<file path="config.mk">
export PLATFORM = sky130hd
export DESIGN_NAME = cmd_wb_arb
export DESIGN_NICKNAME = d
export VERILOG_FILES = /design/src/rtl/cmd_wb_pkg.sv /design/src/rtl/cmd_wb_fifo.sv /design/src/rtl/cmd_wb_arb.sv
export SDC_FILE = /design/constraint.sdc
export NUM_CORES = 1
export LEC_CHECK = 0
export CAP_MARGIN = 0
export CORE_MARGIN = 1
export CORE_UTILIZATION = 55
export CTS_CLUSTER_DIAMETER = 30
export DETAILED_ROUTE_END_ITERATION = 12
export DONT_BUFFER_PORTS = 1
export GPL_ROUTABILITY_DRIVEN = 0
export GPL_TIMING_DRIVEN = 0
export PLACE_DENSITY = 0.7
export SYNTH_ARGS = -nofsm -noshare
export SYNTH_HDL_FRONTEND = slang
export SYNTH_SLANG_ARGS = --single-unit
</file>
<file path="constraint.sdc">
create_clock -name clk -period 5.75 [get_ports clk]
set_input_delay 0.2875 -clock clk [delete_from_list [all_inputs] [get_ports clk]]
set_output_delay 0.2875 -clock clk [all_outputs]
set_load 0.02 [all_outputs]
</file>
<file path="src/rtl/cmd_wb_pkg.sv">
// Shared definitions for the multi-channel Wishbone command arbiter:
// arbitration modes, output FSM state, command width and field offsets.
package cmd_wb_pkg;

    localparam int ARB_FIXED = 0;
    localparam int ARB_RR    = 1;

    typedef enum logic {
        ST_IDLE    = 1'b0,
        ST_PRESENT = 1'b1
    } out_state_t;

    // Command layout, MSB to LSB: {we, sel, adr, datw, ext}
    function automatic int cmd_w(input int sel_w, input int adr_w, input int dat_w, input int ext_w);
        return 1 + sel_w + adr_w + dat_w + ext_w;
    endfunction

    function automatic int ext_lsb();
        return 0;
    endfunction

    function automatic int dat_lsb(input int ext_w);
        return ext_w;
    endfunction

    function automatic int adr_lsb(input int dat_w, input int ext_w);
        return ext_w + dat_w;
    endfunction

    function automatic int sel_lsb(input int adr_w, input int dat_w, input int ext_w);
        return ext_w + dat_w + adr_w;
    endfunction

    function automatic int we_lsb(input int sel_w, input int adr_w, input int dat_w, input int ext_w);
        return ext_w + dat_w + adr_w + sel_w;
    endfunction

    // Offsets at the default widths (SEL_W=4, ADR_W=32, DAT_W=32, EXT_W=8)
    localparam int EXT_LSB = ext_lsb();
    localparam int DAT_LSB = dat_lsb(8);
    localparam int ADR_LSB = adr_lsb(32, 8);
    localparam int SEL_LSB = sel_lsb(32, 32, 8);
    localparam int WE_LSB  = we_lsb(4, 32, 32, 8);

endpackage

</file>
<file path="src/rtl/cmd_wb_fifo.sv">
// Per-channel command FIFO with a registered full flag; a push is refused
// while full even if a pop happens in the same cycle.
module cmd_wb_fifo
    import cmd_wb_pkg::*;
#(
    parameter int WIDTH = 77,
    parameter int DEPTH = 2
) (
    input  logic             clk,
    input  logic             rst,
    input  logic             push,
    input  logic             pop,
    input  logic [WIDTH-1:0] wr_data,
    output logic             full,
    output logic             empty,
    output logic [WIDTH-1:0] head
);

    localparam int PTR_W = $clog2(DEPTH);
    localparam int CNT_W = PTR_W + 1;

    logic [WIDTH-1:0] mem [DEPTH];
    logic [PTR_W-1:0] wr_ptr;
    logic [PTR_W-1:0] rd_ptr;
    logic [CNT_W-1:0] count;
    logic [CNT_W-1:0] count_nxt;
    logic             full_q;
    logic             do_push;
    logic             do_pop;

    assign do_push = push && !full_q;
    assign do_pop  = pop && (count != '0);
    assign full    = full_q;
    assign empty   = (count == '0);
    assign head    = mem[rd_ptr];

    always_comb begin
        count_nxt = count;
        case ({do_push, do_pop})
            2'b10:   count_nxt = count + 1'b1;
            2'b01:   count_nxt = count - 1'b1;
            default: count_nxt = count;
        endcase
    end

    always_ff @(posedge clk) begin
        if (rst) begin
            wr_ptr <= '0;
            rd_ptr <= '0;
            count  <= '0;
            full_q <= 1'b0;
        end else begin
            if (do_push) wr_ptr <= wr_ptr + 1'b1;
            if (do_pop)  rd_ptr <= rd_ptr + 1'b1;
            count  <= count_nxt;
            full_q <= (count_nxt == CNT_W'(DEPTH));
        end
    end

    // Storage is not reset; validity is tracked by count.
    always_ff @(posedge clk) begin
        if (do_push) mem[wr_ptr] <= wr_data;
    end

endmodule

</file>
<file path="src/rtl/cmd_wb_arb.sv">
// Captures Wishbone commands from NUM_CH masters into per-channel FIFOs and
// arbitrates them onto one valid/taken command output. Optional: CMD_WB_ARB_AGE_EN.
module cmd_wb_arb
    import cmd_wb_pkg::*;
#(
    parameter int NUM_CH   = 2,
    parameter int DEPTH    = 2,
    parameter int ADR_W    = 32,
    parameter int DAT_W    = 32,
    parameter int EXT_W    = 8,
    parameter int ARB_MODE = 0,
    parameter int AGE_MAX  = 4,
    localparam int SEL_W   = DAT_W / 8,
    localparam int CMD_W   = cmd_w(DAT_W / 8, ADR_W, DAT_W, EXT_W),
    localparam int OCH_W   = (NUM_CH > 1) ? $clog2(NUM_CH) : 1
) (
    input  logic                    clk,
    input  logic                    rst,
    input  logic [NUM_CH-1:0]       ch_cyc,
    input  logic [NUM_CH-1:0]       ch_stb,
    input  logic [NUM_CH-1:0]       ch_we,
    input  logic [NUM_CH*SEL_W-1:0] ch_sel,
    input  logic [NUM_CH*ADR_W-1:0] ch_adr,
    input  logic [NUM_CH*DAT_W-1:0] ch_datw,
    input  logic [NUM_CH*EXT_W-1:0] ch_ext,
    output logic [NUM_CH-1:0]       ch_stall,
    output logic [NUM_CH-1:0]       ch_ack,
    output logic                    out_valid,
    output logic [CMD_W-1:0]        out_cmd,
    output logic [OCH_W-1:0]        out_ch,
    input  logic                    out_taken,
    output out_state_t              dbg_state
);

    // Handshake: a channel command is accepted when cyc & stb & !stall and is
    // acked one cycle later; out_cmd is held while out_valid until out_taken.

    localparam int L_WE  = we_lsb(SEL_W, ADR_W, DAT_W, EXT_W);
    localparam int L_SEL = sel_lsb(ADR_W, DAT_W, EXT_W);
    localparam int L_ADR = adr_lsb(DAT_W, EXT_W);
    localparam int L_DAT = dat_lsb(EXT_W);
    localparam int L_EXT = ext_lsb();

    logic [CMD_W-1:0]  wr_cmd [NUM_CH];
    logic [CMD_W-1:0]  head   [NUM_CH];
    logic [NUM_CH-1:0] full;
    logic [NUM_CH-1:0] empty;
    logic [NUM_CH-1:0] nonempty;
    logic [NUM_CH-1:0] push;
    logic [NUM_CH-1:0] pop;
    logic              any_ne;
    logic              load;
    logic [OCH_W-1:0]  winner;
    logic [OCH_W-1:0]  rr_ptr;
    out_state_t        state_q;
    out_state_t        state_d;

    function automatic int wrap_idx(input int i);
        return (i >= NUM_CH) ? i - NUM_CH : i;
    endfunction

    always_comb begin
        for (int c = 0; c < NUM_CH; c++) begin
            logic [ADR_W-1:0] adr_c;
            adr_c = ch_adr[c*ADR_W +: ADR_W];
            // The instruction channel is always word aligned.
            if (c == 0) adr_c[1:0] = 2'b00;
            wr_cmd[c]                 = '0;
            wr_cmd[c][L_WE]           = ch_we[c];
            wr_cmd[c][L_SEL +: SEL_W] = ch_sel[c*SEL_W +: SEL_W];
            wr_cmd[c][L_ADR +: ADR_W] = adr_c;
            wr_cmd[c][L_DAT +: DAT_W] = ch_datw[c*DAT_W +: DAT_W];
            wr_cmd[c][L_EXT +: EXT_W] = ch_ext[c*EXT_W +: EXT_W];
        end
    end

    for (genvar g = 0; g < NUM_CH; g++) begin : g_fifo
        cmd_wb_fifo #(
            .WIDTH (CMD_W),
            .DEPTH (DEPTH)
        ) u_fifo (
            .clk     (clk),
            .rst     (rst),
            .push    (push[g]),
            .pop     (pop[g]),
            .wr_data (wr_cmd[g]),
            .full    (full[g]),
            .empty   (empty[g]),
            .head    (head[g])
        );
    end

    assign ch_stall = full;
    assign push     = ch_cyc & ch_stb & ~full;
    assign nonempty = ~empty;
    assign any_ne   = |nonempty;
    assign pop      = load ? (NUM_CH'(1) << winner) : '0;

    always_ff @(posedge clk) begin
        if (rst) ch_ack <= '0;
        else     ch_ack <= push;
    end

`ifdef CMD_WB_ARB_AGE_EN
    localparam int AGE_W = $clog2(AGE_MAX + 1);

    logic [AGE_W-1:0]  age_q [NUM_CH];
    logic [NUM_CH-1:0] aged;

    always_comb begin
        for (int c = 0; c < NUM_CH; c++) begin
            aged[c] = nonempty[c] && (age_q[c] >= AGE_W'(AGE_MAX));
        end
    end

    // Ages count grants lost while waiting; cleared on own grant or when idle.
    always_ff @(posedge clk) begin
        if (rst) begin
            for (int c = 0; c < NUM_CH; c++) age_q[c] <= '0;
        end else begin
            for (int c = 0; c < NUM_CH; c++) begin
                if (!nonempty[c] || (load && (winner == OCH_W'(c))))
                    age_q[c] <= '0;
                else if (load && (age_q[c] != AGE_W'(AGE_MAX)))
                    age_q[c] <= age_q[c] + 1'b1;
            end
        end
    end
`endif

    always_comb begin
        winner = '0;
        if (ARB_MODE == ARB_RR) begin
            // Walk from the farthest offset down so the nearest to rr_ptr wins.
            for (int k = NUM_CH - 1; k >= 0; k--) begin
                if (nonempty[wrap_idx(int'(rr_ptr) + k)])
                    winner = OCH_W'(wrap_idx(int'(rr_ptr) + k));
            end
        end else begin
            for (int c = 0; c < NUM_CH; c++) begin
                if (nonempty[c]) winner = OCH_W'(c);
            end
`ifdef CMD_WB_ARB_AGE_EN
            for (int c = NUM_CH - 1; c >= 0; c--) begin
                if (aged[c]) winner = OCH_W'(c);
            end
`endif
        end
    end

    always_ff @(posedge clk) begin
        if (rst) state_q <= ST_IDLE;
        else     state_q <= state_d;
    end

    always_comb begin
        state_d = state_q;
        load    = 1'b0;
        case (state_q)
            ST_IDLE: begin
                if (any_ne) begin
                    load    = 1'b1;
                    state_d = ST_PRESENT;
                end
            end
            ST_PRESENT: begin
                if (out_taken) begin
                    if (any_ne) load    = 1'b1;
                    else        state_d = ST_IDLE;
                end
            end
            default: state_d = ST_IDLE;
        endcase
    end

    always_comb begin
        out_valid = (state_q == ST_PRESENT);
        dbg_state = state_q;
    end

    always_ff @(posedge clk) begin
        if (rst) begin
            out_cmd <= '0;
            out_ch  <= '0;
            rr_ptr  <= '0;
        end else if (load) begin
            out_cmd <= head[winner];
            out_ch  <= winner;
            rr_ptr  <= (winner == OCH_W'(NUM_CH - 1)) ? '0 : winner + 1'b1;
        end
    end

endmodule
</file>
## After elaboration in Yosys (flattened, before gate mapping)

Memory sizes are Yosys's and may differ from the RTL's. A register that Yosys moved wholly into a read port is not among the register bits.
Index checks and enable logic that the tools add are counted.

- Register bits after elaboration: 91
- Bits in writable memories: 304
- Input bits: 161
- Output and inout bits: 84
- Word-level logic and storage cells: 67
- Memories kept: 2

Memory list:

| memory | depth | width | rd ports | clocked after memory_dff | write ports | line | RTL |
|---|---|---|---|---|---|---|---|
| g_fifo[1].u_fifo.mem | 2 | 77 | 1 | 1 | 1 | cmd_wb_fifo.sv:22 | `logic [WIDTH-1:0] mem [DEPTH];` |
| g_fifo[0].u_fifo.mem | 2 | 75 | 1 | 1 | 1 | cmd_wb_fifo.sv:22 |  |

- $add $sub $neg: 8
- Order comparisons: 1
- Equality and inequality tests: 6
- Shift operators: 1
- Mux-type cells: 20
- Bitwise operators: 6
- Reductions and logical operators: 11

Operators by type and width:

| cell | number |
|---|---|
| $mux 77 | 3 |
| $mux 1 | 12 |
| $eq 2x2->1 const B | 4 |
| $pmux 2 s2 | 2 |
| $add 1x1->1 const B | 4 |
| $add 2x1->2 const B | 2 |
| $and 2x2->2 | 2 |
| $eq 2x1->1 const B | 2 |
| $logic_and 1x1->1 | 4 |
| $logic_not 2->1 | 2 |
| $not 2->2 | 2 |
| $pmux 1 s2 | 2 |
| $reduce_bool 2->1 | 2 |
| $sub 2x1->2 const B | 2 |
| $ge 2x2->1 const B | 1 |
| $logic_not 1->1 | 2 |
| $mux 2 | 1 |
| $not 1->2 | 1 |
| $reduce_or 2->1 | 1 |
| $shl 1x1->2 const A | 1 |
| $not 1->1 | 1 |

## Logic depth before layout (Yosys ltp)

- Depth in word-level cells: 11
- Depth in mapped cells: 8
- Depth with buffers taken out: 7

## Cells and area by module

Synthesis repeated with hierarchy kept, for this count alone.

- Cell total of the unflattened synthesis: 911
- Area, all modules: 15443.6 µm²

By module, submodules not included:

| module | times used | cells each | area an instance (µm²) | sequential area each (µm²) |
|---|---|---|---|---|
| cmd_wb_fifo at g_fifo[0].u_fifo | 1 | 269 | 5947.0 | 4744.6 |
| cmd_wb_fifo at g_fifo[1].u_fifo | 1 | 268 | 5928.2 | 4744.6 |
| cmd_wb_arb | 1 | 374 | 3568.4 | 1621.6 |

## Worst setup path after synthesis

Ideal clock, no wire load.

- Path kind: flip-flop to flip-flop
- From: register g_fifo[1].u_fifo.full_q
- To: memory g_fifo[1].u_fifo.mem[0][0], enable pin
- Setup time: 0.513 ns
- Arrival: 3.776 ns
- Data required time: 5.237 ns
- Path slack: 1.461 ns
- Stages on the path, launching flop included: 3
- Buffers on the path: 0
- Clock period less this slack: 4.289 ns
- Cells stage by stage: dfxtp_1 > nand3b_1 > nor2_1

- Cells in the longest elaborated chain, start to end: 5
- Elaborated cells between the ends (all ways): 6
- Classes of those cells: mux: 2; bitwise: 2; reduce/logical: 2

Ends and longest elaborated chain:

| what | line | RTL |
|---|---|---|
| from (decl) | cmd_wb_fifo.sv:27 | `logic full_q;` |
| from (signal assigned) | cmd_wb_fifo.sv:56 | `full_q <= (count_nxt == CNT_W'(DEPTH));` |
| $not 2->2 | cmd_wb_arb.sv:94 | `assign push = ch_cyc & ch_stb & ~full;` |
| $and 2x2->2 | cmd_wb_arb.sv:94 |  |
| $logic_and 1x1->1 (*) | cmd_wb_fifo.sv:31 | `assign do_push = push && !full_q;` |
| $mux 1 (*) | cmd_wb_fifo.sv:62 | `if (do_push) mem[wr_ptr] <= wr_data;` |
| $mux 1 (implied by the code) (*) | cmd_wb_fifo.sv:62 |  |
| to (decl) | cmd_wb_fifo.sv:22 |  |

Every way passes the cells marked *; elsewhere a longest branch is shown, timed or not.

## Worst setup path in the final report

- From: register state_q, in the netlist dbg_state
- To: register g_fifo[0].u_fifo.full_q

- Cells in the longest elaborated chain, start to end: 7
- Elaborated cells between the ends (all ways): 8
- Classes of those cells: eq/ne: 3; mux: 3; bitwise: 1; reduce/logical: 1

Ends and longest elaborated chain:

| what | line | RTL |
|---|---|---|
| from (decl) | cmd_wb_arb.sv:55 | `out_state_t state_q;` |
| from (signal assigned) | cmd_wb_arb.sv:153 | `else state_q <= state_d;` |
| $not 1->1 | n/a |  |
| $pmux 1 s2 (*) | cmd_wb_arb.sv:159 | `case (state_q)` |
| $mux 2 (*) | cmd_wb_arb.sv:97 | `assign pop = load ? (NUM_CH'(1) << winner) : '0;` |
| $logic_and 1x1->1 (*) | cmd_wb_fifo.sv:32 | `assign do_pop = pop && (count != '0);` |
| via g_fifo[0].u_fifo.do_pop | cmd_wb_fifo.sv:29 | `logic do_pop;` |
| $eq 2x1->1 / $eq 2x2->1 (equally long branches) | cmd_wb_fifo.sv:39 | `case ({do_push, do_pop})` |
| $pmux 2 s2 (*) | cmd_wb_fifo.sv:39 |  |
| $eq 2x2->1 (*) | cmd_wb_fifo.sv:56 |  |
| to (signal assigned) | cmd_wb_fifo.sv:56 |  |
| to (decl) | cmd_wb_fifo.sv:27 |  |

The timed path passes the listed nets; every way through them passes the cells marked *.
A chain may end at the register's enable or synchronous reset.

==> impl_metrics.yaml <==
clock_tree:
  cts_tree: "done"
  htreeDepth: 3
  clockRootBuffer: "clkbuf_16"
  numCtsBuffers: 69
  cts_setup_buffers: 0
  clk_latency_ns: 0.55
  clk_pin_slew_ns: 0.06
  cts_sinks: 397
  cts.path.max_buffers: 3
route:
  first_iter_violations: 722
  drt-pass1-iter-count: 5
  drc_errors: 0
  via_count: 8762
  ant_nets: 0
  routedWlPerCell_um: 24.0
  via_per_inst: 6.01
  drt_wl_total_um: 34900
global_route:
  grt_max_degree: 37
  grt_first_pass_wirelength_um: 52000
  grt_antenna_before_repair: 6
  grt_pass1_vias: 9241
  grt_overflow_total: 0
  grt_usage_pct: 26.0
synthesis:
  avgSynthCellArea_um2: 17.6
  synth_area_um2: 14600
  synth_edf_count: 304
  yosys.area_share.simple_pct: 4.56
  synth_ff_type: "edfxtp_1"
  synth.distinct_cells: 33
  ys_warn_count: 0
  synth_top_family_by_area: "multiplexers"
  synth_compound_area_share_pct: 6.17
  synthesis.nets: 992
  synthAdderAreaFrac_pct: 0.172
  ys_seq_area_share_pct: 75.5
  synthXorXnorAreaFrac_pct: 0.361
  synth-async-reset-ratio_pct: 0
  synthCells: 829
  synth-seq-cells: 397
  synthMuxAreaShare_pct: 10.8
place:
  hpwl_um: 21300
  place_inst: 1172
  dp_slack_ns: 2.89
  portBuffers: 0
  placed_area_um2: 15200
setup_path:
  reg2reg_depth: 7
  cp_cell_sequence: "and2b_1, buf_2, clkbuf_1, nor3_1, ha_1, or3_1, a211oi_1"
  crit_buf_inv: 2
  start_kind: "flop"
  critPathMaxFanout: 10
  worstPathArrival_ns: 3.33
  path_delay_family: "simple AND/OR/NAND/NOR gates"
  cp-end-kind: "flop"
  criticalPathCategory: "reg -> reg"
  crit_path_top_delay_cell: "dfxtp_1"
  slowest_delay_ns: 0.49
  critPathRequiredTime_ns: 6.20
  path_depth: 7
timing:
  worst_slack_ns: 2.87
  min_period_over_period_pct: 50.1
  slew_viol_final: 0
  slew_headroom_pct: 17.5
  setup_viol: 0
  tightest_slew_ns: 1.23
  hold_viol: 0
  holdWs_ns: 0.0410
  rsz0062_at_grt: "false"
  tns_ns: 0
  finalCriticalPeriod_ns: 2.88
  fmax_ghz: 0.347
  skew_ns: 0.0237
floorplan:
  die_width_um: 165
  core_um2: 26000
  fp.dieH_um: 165
  rows: 59
  io_pins: 245
  dieArea_um2: 27100
  initial_core_util_pct: 56.0
power:
  ir_drop_mv: 0.432
  fin_total_pwr_mw: 10.5
  leakagePower_nw: 6.52
  powerDensity_nw_per_um2: 549
worst_hold_path:
  holdPathStages: 2
  hold_class: "in -> reg"
finish:
  instances_no_fill: 1457
  syn2layout_area_growth_pct: 31.0
  final_nets: 1223
  layout-drive-gt1-share_pct: 20.5
  final_core_util_pct: 73.4
  fin_area_um2: 19100
status:
  status: "finished, final reports clean"
job:
  maxCapViolCount: 0
-- where the power goes --
| part | internal, mW | switching (mW) |
|---|---|---|
| registers | 3.59 | 0.643 |
| clock network | 2.69 | 1.42 |
| logic | 0.910 | 1.20 |
-- what timing repair did --
item                                   4_1_cts  5_1_grt
endpoints found under the hold margin      304        0
resized for setup                            0        0
hold buffers                               152        0
-- area by class of cell --
| cell class | count | area (um^2) |
|---|---|---|
| Sequential cell | 397 | 11000 |
| Fill cell | 1509 | 6920 |
| Multi-Input combinational cell | 364 | 3250 |
| Clock buffer | 82 | 1800 |
| Timing Repair Buffer | 160 | 1680 |
| Clock inverter | 45 | 567 |
| Tap cell | 335 | 419 |
| Buffer | 65 | 340 |
| Antenna cell | 6 | 15.0 |
| Inverter | 3 | 11.3 |
-- layout by cell type, fill, tap and decap left out, drive strengths merged, types with 2 or more instances in the layout --
| cell type | Yosys | layout |
|---|---|---|
| inv | 3 | 23 |
| a211oi | 6 | 6 |
| dlygate4sd3 | 0 | 152 |
| a21oi | 10 | 10 |
| mux2 | 75 | 75 |
| nand3 | 2 | 2 |
| nor4 | 75 | 75 |
| nor2b | 8 | 8 |
| ha | 2 | 2 |
| bufinv | 0 | 9 |
| dfxtp | 93 | 93 |
| o31ai | 3 | 3 |
| o21ai | 8 | 8 |
| clkinv | 0 | 13 |
| a221o | 73 | 73 |
| or3 | 4 | 4 |
| diode | 0 | 6 |
| clkinvlp | 0 | 3 |
| clkbuf | 27 | 109 |
| buf | 38 | 46 |
| mux2i | 73 | 73 |
| nand3b | 2 | 2 |
| xnor2 | 6 | 6 |
| nor2 | 10 | 10 |
| edfxtp | 304 | 304 |
-- layer usage --
metal / global-route usage [%] / vias up / routed length [um]
li1: - / 3887 / -
met1: 30.4 / 4384 / 13100
met2: 44.4 / 423 / 17800
met3: 8.04 / 66 / 3110
met4: 10.7 / 2 / 933
met5: 0 / - / 10
-- state kept, by name, summed over array words and instances, names as in the netlist, named ones only --
signal	cells
g_fifo.u_fifo.mem	304
out_cmd	77
g_fifo.u_fifo.count	4
ch_ack	2
g_fifo.u_fifo.full	2
g_fifo.u_fifo.rd_ptr	2
g_fifo.u_fifo.wr_ptr	2
dbg_state	1
out_ch	1
-- final timing paths --
check / start / to / slack (ns)
worst max-delay path: dbg_state$_SDFF_PP0_ / g_fifo[0].u_fifo.full$_SDFF_PP0_ / 2.87
worst min-delay path: out_taken / dbg_state$_SDFF_PP0_ / 0.04
worst max register to register: dbg_state$_SDFF_PP0_ / g_fifo[0].u_fifo.full$_SDFF_PP0_ / 2.87
worst min register to register: g_fifo[0].u_fifo.rd_ptr$_SDFFE_PP0P_ / g_fifo[0].u_fifo.rd_ptr$_SDFFE_PP0P_ / 0.51
-- cell families after synthesis --
| family | Yosys count |
|---|---|
| xor gates and xnor gates | 6 |
| adders and majority gates | 2 |
| buffers and inverters | 68 |
| muxes | 148 |
| AOI/OAI and AO/OA | 101 |
| and+or+nand+nor | 107 |
| DFF | 397 |
-- synth_stat cells, types with 2 or more instances --
cell      count  area, um^2
a211oi_1      6        45.0
a21oi_1      10        50.1
a221o_1      73         731
buf_1         7        26.3
buf_2        20         100
buf_4         3        22.5
buf_6         8        90.1
clkbuf_1     27         101
dfxtp_1      93        1860
edfxtp_1    304        9130
ha_1          2        25.0
inv_1         3        11.3
mux2_2       75         845
mux2i_1      73         731
nand3_1       2        10.0
nand3b_1      2        15.0
nor2_1       10        37.5
nor2b_1       8        50.1
nor4_1       73         457
o21ai_0       2        10.0
o21ai_1       6        30.0
o31ai_1       3        22.5
or3_1         4        25.0
xnor2_1       6        52.6
(Power assumes the default switching activity.)
